File: src/rtl/fb_swap_ctrl.sv
// fb_swap_ctrl: ping-pong frame buffer controller that swaps banks only on display frame boundaries
module fb_swap_ctrl #(
  parameter int ADDR_W = 10,
  parameter int DATA_W = 12,
  parameter int ROW_W = 4,
  parameter int LAST_ROW = 15
) (
  input  logic              clk,
  input  logic              rst,
  input  logic [ROW_W-1:0]  disp_row,
  input  logic              wr_valid,
  output logic              wr_ready,
  input  logic [DATA_W-1:0] wr_data,
  input  logic              wr_last,
  output logic              ram_we_top,
  output logic              ram_we_btm,
  output logic [ADDR_W:0]   ram_waddr,
  output logic [DATA_W-1:0] ram_wdata,
  output logic              rd_bank,
  output logic              swap,
  output logic              pending,
  output logic              sync_err
);
  typedef enum logic {FILL, PEND} state_t;
  state_t state;
  logic [ADDR_W:0] pix_cnt;
  logic [ROW_W-1:0] prev_row;
  logic wr_bank;
  logic accept;
  logic boundary;
  logic full;
  // wr_ready is only high in FILL, so an accept always belongs to the fill phase
  assign accept = wr_valid & wr_ready;
  assign boundary = (prev_row == ROW_W'(LAST_ROW)) && (disp_row == '0);
  assign full = &pix_cnt;
  // fill/pend FSM with registered write port; wr_ready tracks the next state so no extra pixel sneaks in
  always_ff @(posedge clk or negedge rst) begin
    if (!rst) begin
      state <= FILL;
      pix_cnt <= '0;
      prev_row <= '0;
      rd_bank <= 1'b0;
      wr_bank <= 1'b1;
      wr_ready <= 1'b0;
      ram_we_top <= 1'b0;
      ram_we_btm <= 1'b0;
      ram_waddr <= '0;
      ram_wdata <= '0;
      swap <= 1'b0;
      pending <= 1'b0;
      sync_err <= 1'b0;
    end else begin
      prev_row <= disp_row;
      swap <= 1'b0;
      ram_we_top <= accept & ~pix_cnt[ADDR_W];
      ram_we_btm <= accept & pix_cnt[ADDR_W];
      if (accept) begin
        ram_wdata <= wr_data;
        ram_waddr <= {wr_bank, pix_cnt[ADDR_W-1:0]};
      end
      if (state == FILL) begin
        wr_ready <= ~(accept & full);
        pending <= accept & full;
        if (accept) begin
          pix_cnt <= (wr_last & ~full) ? '0 : pix_cnt + 1'b1;
          if (wr_last != full) sync_err <= 1'b1;
          if (full) state <= PEND;
        end
      end else if (boundary) begin
        rd_bank <= ~rd_bank;
        wr_bank <= ~wr_bank;
        swap <= 1'b1;
        wr_ready <= 1'b1;
        pending <= 1'b0;
        state <= FILL;
      end
    end
  end
endmodule

File: config.mk
export PLATFORM = sky130hd
export DESIGN_NAME = fb_swap_ctrl
export DESIGN_NICKNAME = d
export VERILOG_FILES = /design/src/rtl/fb_swap_ctrl.sv
export SDC_FILE = /design/constraint.sdc
export NUM_CORES = 1
export LEC_CHECK = 0
export ABC_CLOCK_PERIOD_IN_PS = 4040
export BUFFER_PORTS_ARGS = -buffer_cell sky130_fd_sc_hd__buf_4
export CORE_ASPECT_RATIO = 0.7
export CORE_UTILIZATION = 46
export CTS_BUF_LIST = sky130_fd_sc_hd__clkbuf_2
export DETAILED_ROUTE_END_ITERATION = 8
export GPL_ROUTABILITY_DRIVEN = 0
export GPL_TIMING_DRIVEN = 0
export PLACE_DENSITY = 0.71
export SLEW_MARGIN = 30
export SYNTH_ARGS = -nofsm -noshare
export SYNTH_HDL_FRONTEND = slang
export SYNTH_SLANG_ARGS = --single-unit
File: constraint.sdc
create_clock -name clk -period 4.04 [get_ports clk]
set_input_delay 0.404 -clock clk [delete_from_list [all_inputs] [get_ports clk]]
set_output_delay 0.404 -clock clk [all_outputs]
set_load 0.02 [all_outputs]
==> results of run 1 <==
-- synth_stat cells (2+ instances only) --
cell type,count
nand2_1,8
nor2_1,10
nand3_1,5
and3_1,3
o31ai_1,3
nand2b_1,2
ha_1,2
mux2i_1,2
nand2_2,2
a31oi_1,2
nand4_1,2
o21ai_1,2
mux2_2,21
o21ai_0,10
xnor2_1,5
buf_2,3
inv_1,4
dfrtp_1,46
nor3_1,3
-- registers in the layout, indices dropped and copies added (netlist names) --
signal,flops
sync_err,1
rd_bank,1
pending,1
prev_row,4
wr_bank,1
ram_we_btm,1
ram_we_top,1
state,1
ram_waddr,11
pix_cnt,11
swap,1
wr_ready,1
ram_wdata,12
-- power by group through the flow --
stage	registers, mW	logic, mW	clock network, mW
4_1_cts	0.515	0.126	0.194
3_3_place_gp	0.521	0.121	0
2_1_floorplan	0.543	0.0391	0
5_1_grt	0.519	0.134	0.219
6_report	0.515	0.124	0.185
3_5_place_dp	0.523	0.125	0
-- layer usage --
layer | global-route usage (%) | up-vias
li1 | - | 629
met3 | 5.41 | 3
met2 | 29.9 | 52
met1 | 22.0 | 629
met5 | 0 | -
met4 | 8.20 | 0
-- per-stage QoR --
| stage | hold slack (ps) | setup slack, ps | power [mW] | utilization [%] |
|---|---|---|---|---|
| CTS | 71.9 | 1820 | 0.835 | 60.5 |
| floorplan | 108 | 2150 | 0.582 | - |
| global placement | 431 | 1930 | 0.642 | 59.3 |
| detailed placement | 445 | 1870 | 0.649 | 59.3 |
| finish | 103 | 1820 | 0.823 | 60.5 |
| global route | 47.9 | 1470 | 0.873 | 60.5 |
-- cell families (layout without fill, tap and decap cells) --
| kind of cell | Yosys count | after routing | synth area share [%] |
|---|---|---|---|
| compound gates | 20 | 20 | 6.15 |
| xor+xnor | 5 | 5 | 2.31 |
| fa+ha+maj | 2 | 2 | 1.32 |
| buf+inv | 8 | 66 | 1.79 |
| flops | 47 | 47 | 62.2 |
| mux | 23 | 23 | 13.6 |
| simple gates | 42 | 42 | 12.6 |
-- layout make-up --
type	instances	area [um^2]	share of cell area [%]
Sequential cell	47	1180	49.6
Buffer	4	18.8	0.790
Tap cell	52	65.1	2.74
Multi-Input combinational cell	92	681	28.7
Clock inverter	1	5.00	0.211
Inverter	4	15.0	0.632
Timing Repair Buffer	50	378	15.9
Clock buffer	7	35.0	1.48
-- worst max path at each step --
stage                 end  slack (ps)  cells after the start
2_1_floorplan  pix_cnt[3]        2150                      8
3_3_place_gp   pix_cnt[3]        1930                      8
3_5_place_dp   pix_cnt[2]        1870                      8
4_1_cts        pix_cnt[2]        1820                      8
5_1_grt        pix_cnt[2]        1470                      8
6_report       pix_cnt[6]        1820                      8
-- what timing repair did --
action / CTS / global route
buffers inserted: 0 / 0
hold buffers: 1 / 0
hold endpoints to repair: 46 / 0
setup endpoints to repair: 0 / 0
-- worst max-delay path: stages, from the launching register on --
cell and delay [ps]:
dfrtp_1 500, ha_1 250, nand3_1 140, nor2_1 220, nand2_1 90, ha_1 180, clkbuf_1 190, or2_1 340
o31ai_1 240
==> impl_metrics.env, run 1 <==
export IMPL_grt_pass1_wl_um=6030
export IMPL_p_sw_share_pct=26.8
export IMPL_routed_wl_um=3430
export IMPL_pin_count=50
export IMPL_wl_met2_um=1710
export IMPL_io_buffers=49
export IMPL_diodes=0
export IMPL_antenna_found_initial=0
export IMPL_cts_buffers=5
export IMPL_cts_sinks=47
export IMPL_insertion_delay_ps=410
export IMPL_layout_common_cells="buf_4, dfrtp_1, mux2_2"
export IMPL_drcViolationCount=0
export IMPL_max_slew_margin_rel_pct=62.5
export IMPL_r2r_start="pix_cnt[0]"
export IMPL_synth_fp_nets=169
export IMPL_coreArea_um2=3920
export IMPL_wl_met3_um=220
export IMPL_power_leakage_nw=1.14
export IMPL_worst_pin_slew_ps=563
export IMPL_setup_worst_path_end_class="register"
export IMPL_wl_met1_um=1470
export IMPL_yosys_top_cells_area="dfrtp_1, mux2_2, o21ai_0"
export IMPL_grt_pass1_vias=1371
export IMPL_vdd_drop_max_uv=219
export IMPL_skew_ps=11.2
export IMPL_die_w_um=78.7
export IMPL_cts_tree="done"
export IMPL_grt_usage_pct=18.2
export IMPL_yosys_warnings=0
export IMPL_min_path_cells=1
export IMPL_dpl_hpwl_um=2510
export IMPL_final_hold_viol_count=0
export IMPL_slew_viol_final=0
export IMPL_avgSynthCellArea_um2=12.9
export IMPL_cts_root_buf="clkbuf_2"
export IMPL_fin_nets=226
export IMPL_drive_above_1_share_pct=43.4
export IMPL_switchingPower_mw=0.221
export IMPL_drt_pass1_iter_count=4
export IMPL_path_max_fanout=9
export IMPL_ant_nets=0
export IMPL_num_vias=1313
export IMPL_finalSetupTns_ps=0
export IMPL_topRoutingLayerUsed="met4"
export IMPL_worstHoldPathType="input port to register"
export IMPL_mostFrequentLayoutCell="buf_4"
export IMPL_postSynth_asyncResetShare_pct=100
export IMPL_overflow=0
export IMPL_grt_setup_unrepaired="no"
export IMPL_p_clk_share_pct=22.5
export IMPL_synth_seq_cells=47
export IMPL_viasPerCell=5.11
export IMPL_num_rows=19
export IMPL_worstPathArrival_ps=2560
export IMPL_crit_start="pix_cnt[0]"
export IMPL_combPwrFrac_pct=15.0
export IMPL_drt_iter0_drc=147
export IMPL_worstPathRequired_ps=4380
export IMPL_run_status="completed"
export IMPL_dieArea_um2=4380
export IMPL_dp_cells=248
export IMPL_crit_type="register to register"
export IMPL_min_to="prev_row[1]"
export IMPL_post_route_min_period_ps=2220
export IMPL_reg2reg_depth=8
export IMPL_clkTransAtPathRegs_ps=210
export IMPL_synth_top_cell_by_area="dfrtp_1"
export IMPL_r2r_end="pix_cnt[6]"
export IMPL_synth_edf_count=0
export IMPL_finalSetupViolCount=0
export IMPL_placed_area_um2=2320
export IMPL_start_util_pct=48.2
export IMPL_post_cts_resized=0
export IMPL_clockBufferDepth=2
export IMPL_fill_cells=315
export IMPL_syn2layout_area_growth_pct=25.5
export IMPL_cp_start_kind="register"
export IMPL_syn_instance_count=147
export IMPL_synth_main_ff_cell="dfrtp_1"
export IMPL_stdcell_count=257
export IMPL_syn_area_um2=1890
export IMPL_seqPwrFrac_pct=62.5
export IMPL_synth_distinct_cells=31
export IMPL_htreeDepth=2
export IMPL_hold_start="disp_row[1]"
export IMPL_die_h_um=55.7
export IMPL_p_per_area_nw_per_um2=347
export IMPL_grt_max_degree=48
export IMPL_fmax_mhz=451
export IMPL_cap_viol_max_count=0
export IMPL_rrSetupSlack_ps=1820
export IMPL_yosysTopAreaCellShare_pct=60.8
export IMPL_finalCritPeriodShare_pct=54.9
export IMPL_final_area_um2=2370
export IMPL_internal_power_mw=0.603
export IMPL_detail_route_wl_per_cell_um=13.3
export IMPL_yosysSeqAreaShare_pct=62.2
(Power assumes the default switching activity.)
==> inputs of run 2 (changes only) <==
- ABC_CLOCK_PERIOD_IN_PS: 4040 -> 1900
- PLACE_DENSITY: 0.71 -> 0.74
- clock period: 4.04 -> 1.9 ns (I/O delays scaled with it)
==> run 2 against run 1 <==
Effect of this change:
- clock skew up 6.7 ps
- sequential cell count did not move
- routed wire length increased by 12%
- power rose by 120%
- combinational power grew to 2.5 times the previous value
- sequential power rose by 110%
- clock power increased by 120%
- die area unchanged
- critical path type unchanged
==> impl_metrics.env, run 2 (synthesized netlist as in run 1, its figures left out) <==
export IMPL_cts_sinks=47
export IMPL_clockBufferDepth=2
export IMPL_final_hold_viol_count=0
export IMPL_power_leakage_nw=1.23
export IMPL_worst_pin_slew_ps=569
export IMPL_diodes=0
export IMPL_drcViolationCount=0
export IMPL_grt_pass1_wl_um=6350
export IMPL_place_ws_ps=-341
export IMPL_worst_path_buf_inv=0
export IMPL_worst_path_max_delay_cell="dfrtp_2"
export IMPL_drt_pass1_iter_count=5
export IMPL_finalCritPeriodShare_pct=93.7
export IMPL_worst_slack_ps=121
export IMPL_final_area_um2=2610
export IMPL_clkTransAtPathRegs_ps=220
export IMPL_insertion_delay_ps=410
export IMPL_p_per_area_nw_per_um2=693
export IMPL_r2r_start="pix_cnt[0]"
export IMPL_critPathMaxStageDelay_ps=450
export IMPL_largest_reg_flops=12
export IMPL_cts_root_buf="clkbuf_2"
export IMPL_num_rows=19
export IMPL_run_status="completed"
export IMPL_die_w_um=78.7
export IMPL_worstPathRequired_ps=2220
export IMPL_viasPerCell=5.06
export IMPL_routed_wl_um=3830
export IMPL_pin_count=50
export IMPL_fmax_mhz=562
export IMPL_crit_family="simple AND/OR/NAND/NOR gates"
export IMPL_dieArea_um2=4380
export IMPL_slew_viol_final=0
export IMPL_cts_tree="done"
export IMPL_syn2layout_area_growth_pct=37.8
export IMPL_detail_route_wl_per_cell_um=13.9
export IMPL_worstHoldPathType="input port to register"
export IMPL_layout_common_cells="buf_4, dfrtp_1, mux2_2"
export IMPL_regMostFlops="ram_wdata"
export IMPL_overflow=0
export IMPL_cp_cell_sequence="ha_4 > nand3_2 > nor2_4 > nand2_1 > ha_4 > or2_4 > o31ai_1"
export IMPL_drt_iter0_drc=113
export IMPL_fin_nets=245
export IMPL_num_vias=1396
export IMPL_holdWs_ps=47.9
export IMPL_placed_area_um2=2320
export IMPL_largestRegisters="ram_wdata: 12 flops, pix_cnt: 11 flops, ram_waddr: 11 flops"
export IMPL_cp_start_kind="register"
export IMPL_cts_buffers=5
export IMPL_dpl_hpwl_um=2660
export IMPL_cap_viol_max_count=0
export IMPL_drive_above_1_share_pct=44.6
export IMPL_start_util_pct=48.2
export IMPL_setup_worst_path_end_class="register"
export IMPL_ant_nets=0
export IMPL_path_max_fanout=9
export IMPL_antenna_found_initial=0
export IMPL_io_buffers=49
export IMPL_utilization_pct=66.5
export IMPL_cpMostUsedCell="ha_4"
export IMPL_coreArea_um2=3920
export IMPL_die_h_um=55.7
export IMPL_max_slew_margin_rel_pct=62.1
export IMPL_grt_usage_pct=19.2
export IMPL_finalPower_mw=1.81
export IMPL_htreeDepth=2
export IMPL_worstPathArrival_ps=2100
export IMPL_hold_start="wr_valid"
export IMPL_grt_pass1_vias=1391
export IMPL_skew_ps=17.9
export IMPL_mostFrequentLayoutCell="buf_4"
export IMPL_crit_start="pix_cnt[0]"
export IMPL_crit_type="register to register"
export IMPL_finalSetupViolCount=0
export IMPL_grt_setup_unrepaired="no"
export IMPL_vdd_drop_max_uv=421
export IMPL_grt_max_degree=48
export IMPL_post_route_min_period_ps=1780
==> run 2: power by group <==
group / internal (mW) / leakage [nW] / total (mW) / switching (mW)
logic: 0.163 / 0.600 / 0.315 / 0.152
clock network: 0.100 / 0.0330 / 0.400 / 0.299
registers: 1.06 / 0.597 / 1.09 / 0.0366
total: 1.32 / 1.23 / 1.81 / 0.488
==> run 2: area by class of cell <==
class / instances / area, um^2
well taps: 52 / 65.1
fillers: 293 / 1320
multi-input cells: 92 / 726
repair buffers: 70 / 568
inverters: 4 / 15.0
clock inverters: 1 / 5.00
plain buffers: 3 / 15.0
flip-flops and latches: 47 / 1180
clock buffers: 7 / 35.0
==> run 2: what timing repair did <==
action,in CTS,in global routing
buffers inserted,3,1
endpoints found under the hold margin,62,0
endpoints found under the setup margin,9,5
resized for setup,3,7
pin swaps,1,0
hold buffers,17,0
==> run 2: metrics by stage <==
stage / TNS, ps / instances
3_5_place_dp: -1600 / 248
2_1_floorplan: 0 / 147
5_1_grt: 0 / 276
4_1_cts: 0 / 275
6_report: 0 / 276
3_3_place_gp: -806 / 248
==> run 2: worst paths after layout <==
check,slack (ps),end,cells past startpoint
setup / recovery,120,pix_cnt[6],7
min in group asynchronous,270,sync_err,2
setup reg to reg,120,pix_cnt[6],7
max in group asynchronous,1220,pix_cnt[0],2
hold / removal,50,ram_we_btm,2
hold reg to reg,490,rd_bank,1
==> run 2: per-layer routing <==
layer / vias to the layer above / global-route usage, % / part of all wire, %
met5: - / 0 / 0
met4: 0 / 7.14 / 1.6
met3: 8 / 5.90 / 5.6
met2: 44 / 30.9 / 48
met1: 677 / 24.5 / 45
li1: 667 / - / -
==> run 2: worst register-to-register path, stage by stage (launching register included) <==
cell,delay (ps)
dfrtp_2,450
ha_4,160
nand3_2,120
nor2_4,150
nand2_1,90
ha_4,200
or2_4,280
o31ai_1,240
==> inputs of run 3 (changes only) <==
- PLACE_DENSITY: 0.74 -> 0.83
==> run 3 against run 2 <==
Effect of this change:
- utilization up 0.096 points
- register-to-register slack hardly changed
- clock skew is 1.2 ps higher
- sequential share of layout area is essentially flat
- sequential power hardly changed
- sequential cell count stayed put
- via count rose by 1.6%
- routed wire length down 0.81%
- critical endpoint is now pix_cnt[3]
- highest routed layer unchanged
==> impl_metrics.env, run 3 (synthesized netlist as in run 1, its figures left out) <==
export IMPL_p_per_area_nw_per_um2=744
export IMPL_worst_pin_slew_ps=582
export IMPL_viasPerCell=5.16
export IMPL_drcViolationCount=0
export IMPL_start_util_pct=48.2
export IMPL_routed_wl_um=3800
export IMPL_grt_setup_unrepaired="no"
export IMPL_worstPathRequired_ps=2240
export IMPL_detail_route_wl_per_cell_um=13.8
export IMPL_cts_root_buf="clkbuf_2"
export IMPL_syn2layout_area_growth_pct=38.0
export IMPL_die_h_um=55.7
export IMPL_io_buffers=49
export IMPL_switchingPower_mw=0.495
export IMPL_htreeDepth=2
export IMPL_drt_iter0_drc=90
export IMPL_slew_viol_final=0
export IMPL_drt_pass1_iter_count=4
export IMPL_drive_above_1_share_pct=44.8
export IMPL_worst_path_buf_inv=0
export IMPL_dpl_hpwl_um=2440
export IMPL_cp_start_kind="register"
export IMPL_coreArea_um2=3920
export IMPL_crit_family="simple AND/OR/NAND/NOR gates"
export IMPL_crit_type="register to register"
export IMPL_combPwrFrac_pct=16.0
export IMPL_worstHoldPathType="input port to register"
export IMPL_overflow=0
export IMPL_mostFrequentLayoutCell="buf_4"
export IMPL_diodes=0
export IMPL_post_route_min_period_ps=1770
export IMPL_met2_usage_pct=30.1
export IMPL_gr_max_usage_layer="met2"
export IMPL_clkTransAtPathRegs_ps=230
export IMPL_path_max_fanout=9
export IMPL_power_leakage_nw=1.23
export IMPL_largestRegisters="ram_wdata: 12 flops, pix_cnt: 11 flops, ram_waddr: 11 flops"
export IMPL_fmax_mhz=566
export IMPL_grt_pass1_vias=1392
export IMPL_pin_count=50
export IMPL_p_clk_share_pct=27.9
export IMPL_final_hold_viol_count=0
export IMPL_placed_area_um2=2320
export IMPL_dieArea_um2=4380
export IMPL_die_w_um=78.7
export IMPL_cts_sinks=47
export IMPL_grtUsageMet1_pct=24.2
export IMPL_num_rows=19
export IMPL_use_met3_pct=5.90
export IMPL_worst_path_max_delay_cell="dfrtp_2"
export IMPL_vdd_drop_max_uv=489
export IMPL_grt_max_degree=48
export IMPL_seqPwrFrac_pct=56.1
export IMPL_utilization_pct=66.6
export IMPL_setup_worst_path_end_class="register"
export IMPL_run_status="completed"
export IMPL_cts_buffers=5
export IMPL_largest_reg_flops=12
export IMPL_grt_usage_pct=19.0
export IMPL_cp_cell_sequence="ha_2 > nand3_2 > nor2_2 > nand2_1 > ha_4 > or2_4 > o31ai_1"
export IMPL_grt_pass1_wl_um=6290
export IMPL_layout_common_cells="buf_4, dfrtp_1, mux2_2"
export IMPL_num_vias=1418
export IMPL_cap_viol_max_count=0
export IMPL_finalCritPeriodShare_pct=93.0
export IMPL_internal_power_mw=1.45
export IMPL_cts_tree="done"
export IMPL_insertion_delay_ps=420
export IMPL_skew_ps=19.1
export IMPL_worstPathArrival_ps=2110
export IMPL_p_sw_share_pct=25.5
export IMPL_regMostFlops="ram_wdata"
export IMPL_finalSetupViolCount=0
export IMPL_max_slew_margin_rel_pct=61.2
export IMPL_critPathMaxStageDelay_ps=410
export IMPL_ant_nets=0
export IMPL_antenna_found_initial=0
export IMPL_fin_nets=244
export IMPL_final_area_um2=2610
export IMPL_clockBufferDepth=2
[run 3: metrics by stage]
stage / setup TNS (ps) / instances / hold WS [ps] / total power [mW] / worst slack (ps)
floorplan: 0 / 147 / -106 / 1.24 / 13.8
detailed placement: -1140 / 248 / 233 / 1.38 / -271
global route: 0 / 275 / 14.7 / 2.02 / 11.1
finish: 0 / 275 / 52.6 / 1.94 / 133
global placement: -984 / 248 / 232 / 1.37 / -239
CTS: 0 / 275 / 26.7 / 1.95 / 12.0
[run 3: metal layers]
layer  wire, um  vias up
met3        254        8
met2       1810       49
met5          0        -
li1           -      661
met1       1670      700
met4         56        0
[run 3: worst paths after layout]
path	from	end	slack, ps	depth (start not counted)
setup / recovery	pix_cnt[1]	pix_cnt[3]	130	7
hold / removal	wr_valid	ram_we_btm	50	2
setup reg to reg	pix_cnt[1]	pix_cnt[3]	130	7
hold reg to reg	rd_bank	rd_bank	500	1
max in group asynchronous	rst	pix_cnt[0]	1200	2
min in group asynchronous	rst	ram_wdata[9]	270	2
[run 3: cell type report]
| class | count | area (um^2) |
|---|---|---|
| clock buffers | 7 | 35.0 |
| inverters | 4 | 15.0 |
| clock inverters | 1 | 30.0 |
| well taps | 52 | 65.1 |
| fillers | 299 | 1310 |
| flip-flops and latches | 47 | 1180 |
| multi-input cells | 92 | 711 |
| plain buffers | 3 | 15.0 |
| repair buffers | 69 | 561 |
[run 3: repair_timing]
action,4_1_cts,5_1_grt
hold buffers,17,0
setup buffers,3,0
endpoints found under the hold margin,62,0
gates resized for setup,4,5
setup endpoints to repair,9,5
pin swaps,1,1
[run 3: worst register-to-register path: stages, from the launching register on]
cell and delay (ps):
dfrtp_2 410, ha_2 210, nand3_2 110, nor2_2 140, nand2_1 110, ha_4 200
or2_4 280, o31ai_1 220
[run 3: power by group through the flow]
| stage | logic, mW | registers (mW) | clock network [mW] |
|---|---|---|---|
| floorplan | 0.0831 | 1.15 | 0 |
| global placement | 0.258 | 1.11 | 0 |
| detailed placement | 0.264 | 1.11 | 0 |
| CTS | 0.309 | 1.09 | 0.552 |
| global route | 0.338 | 1.10 | 0.588 |
| finish | 0.312 | 1.09 | 0.542 |
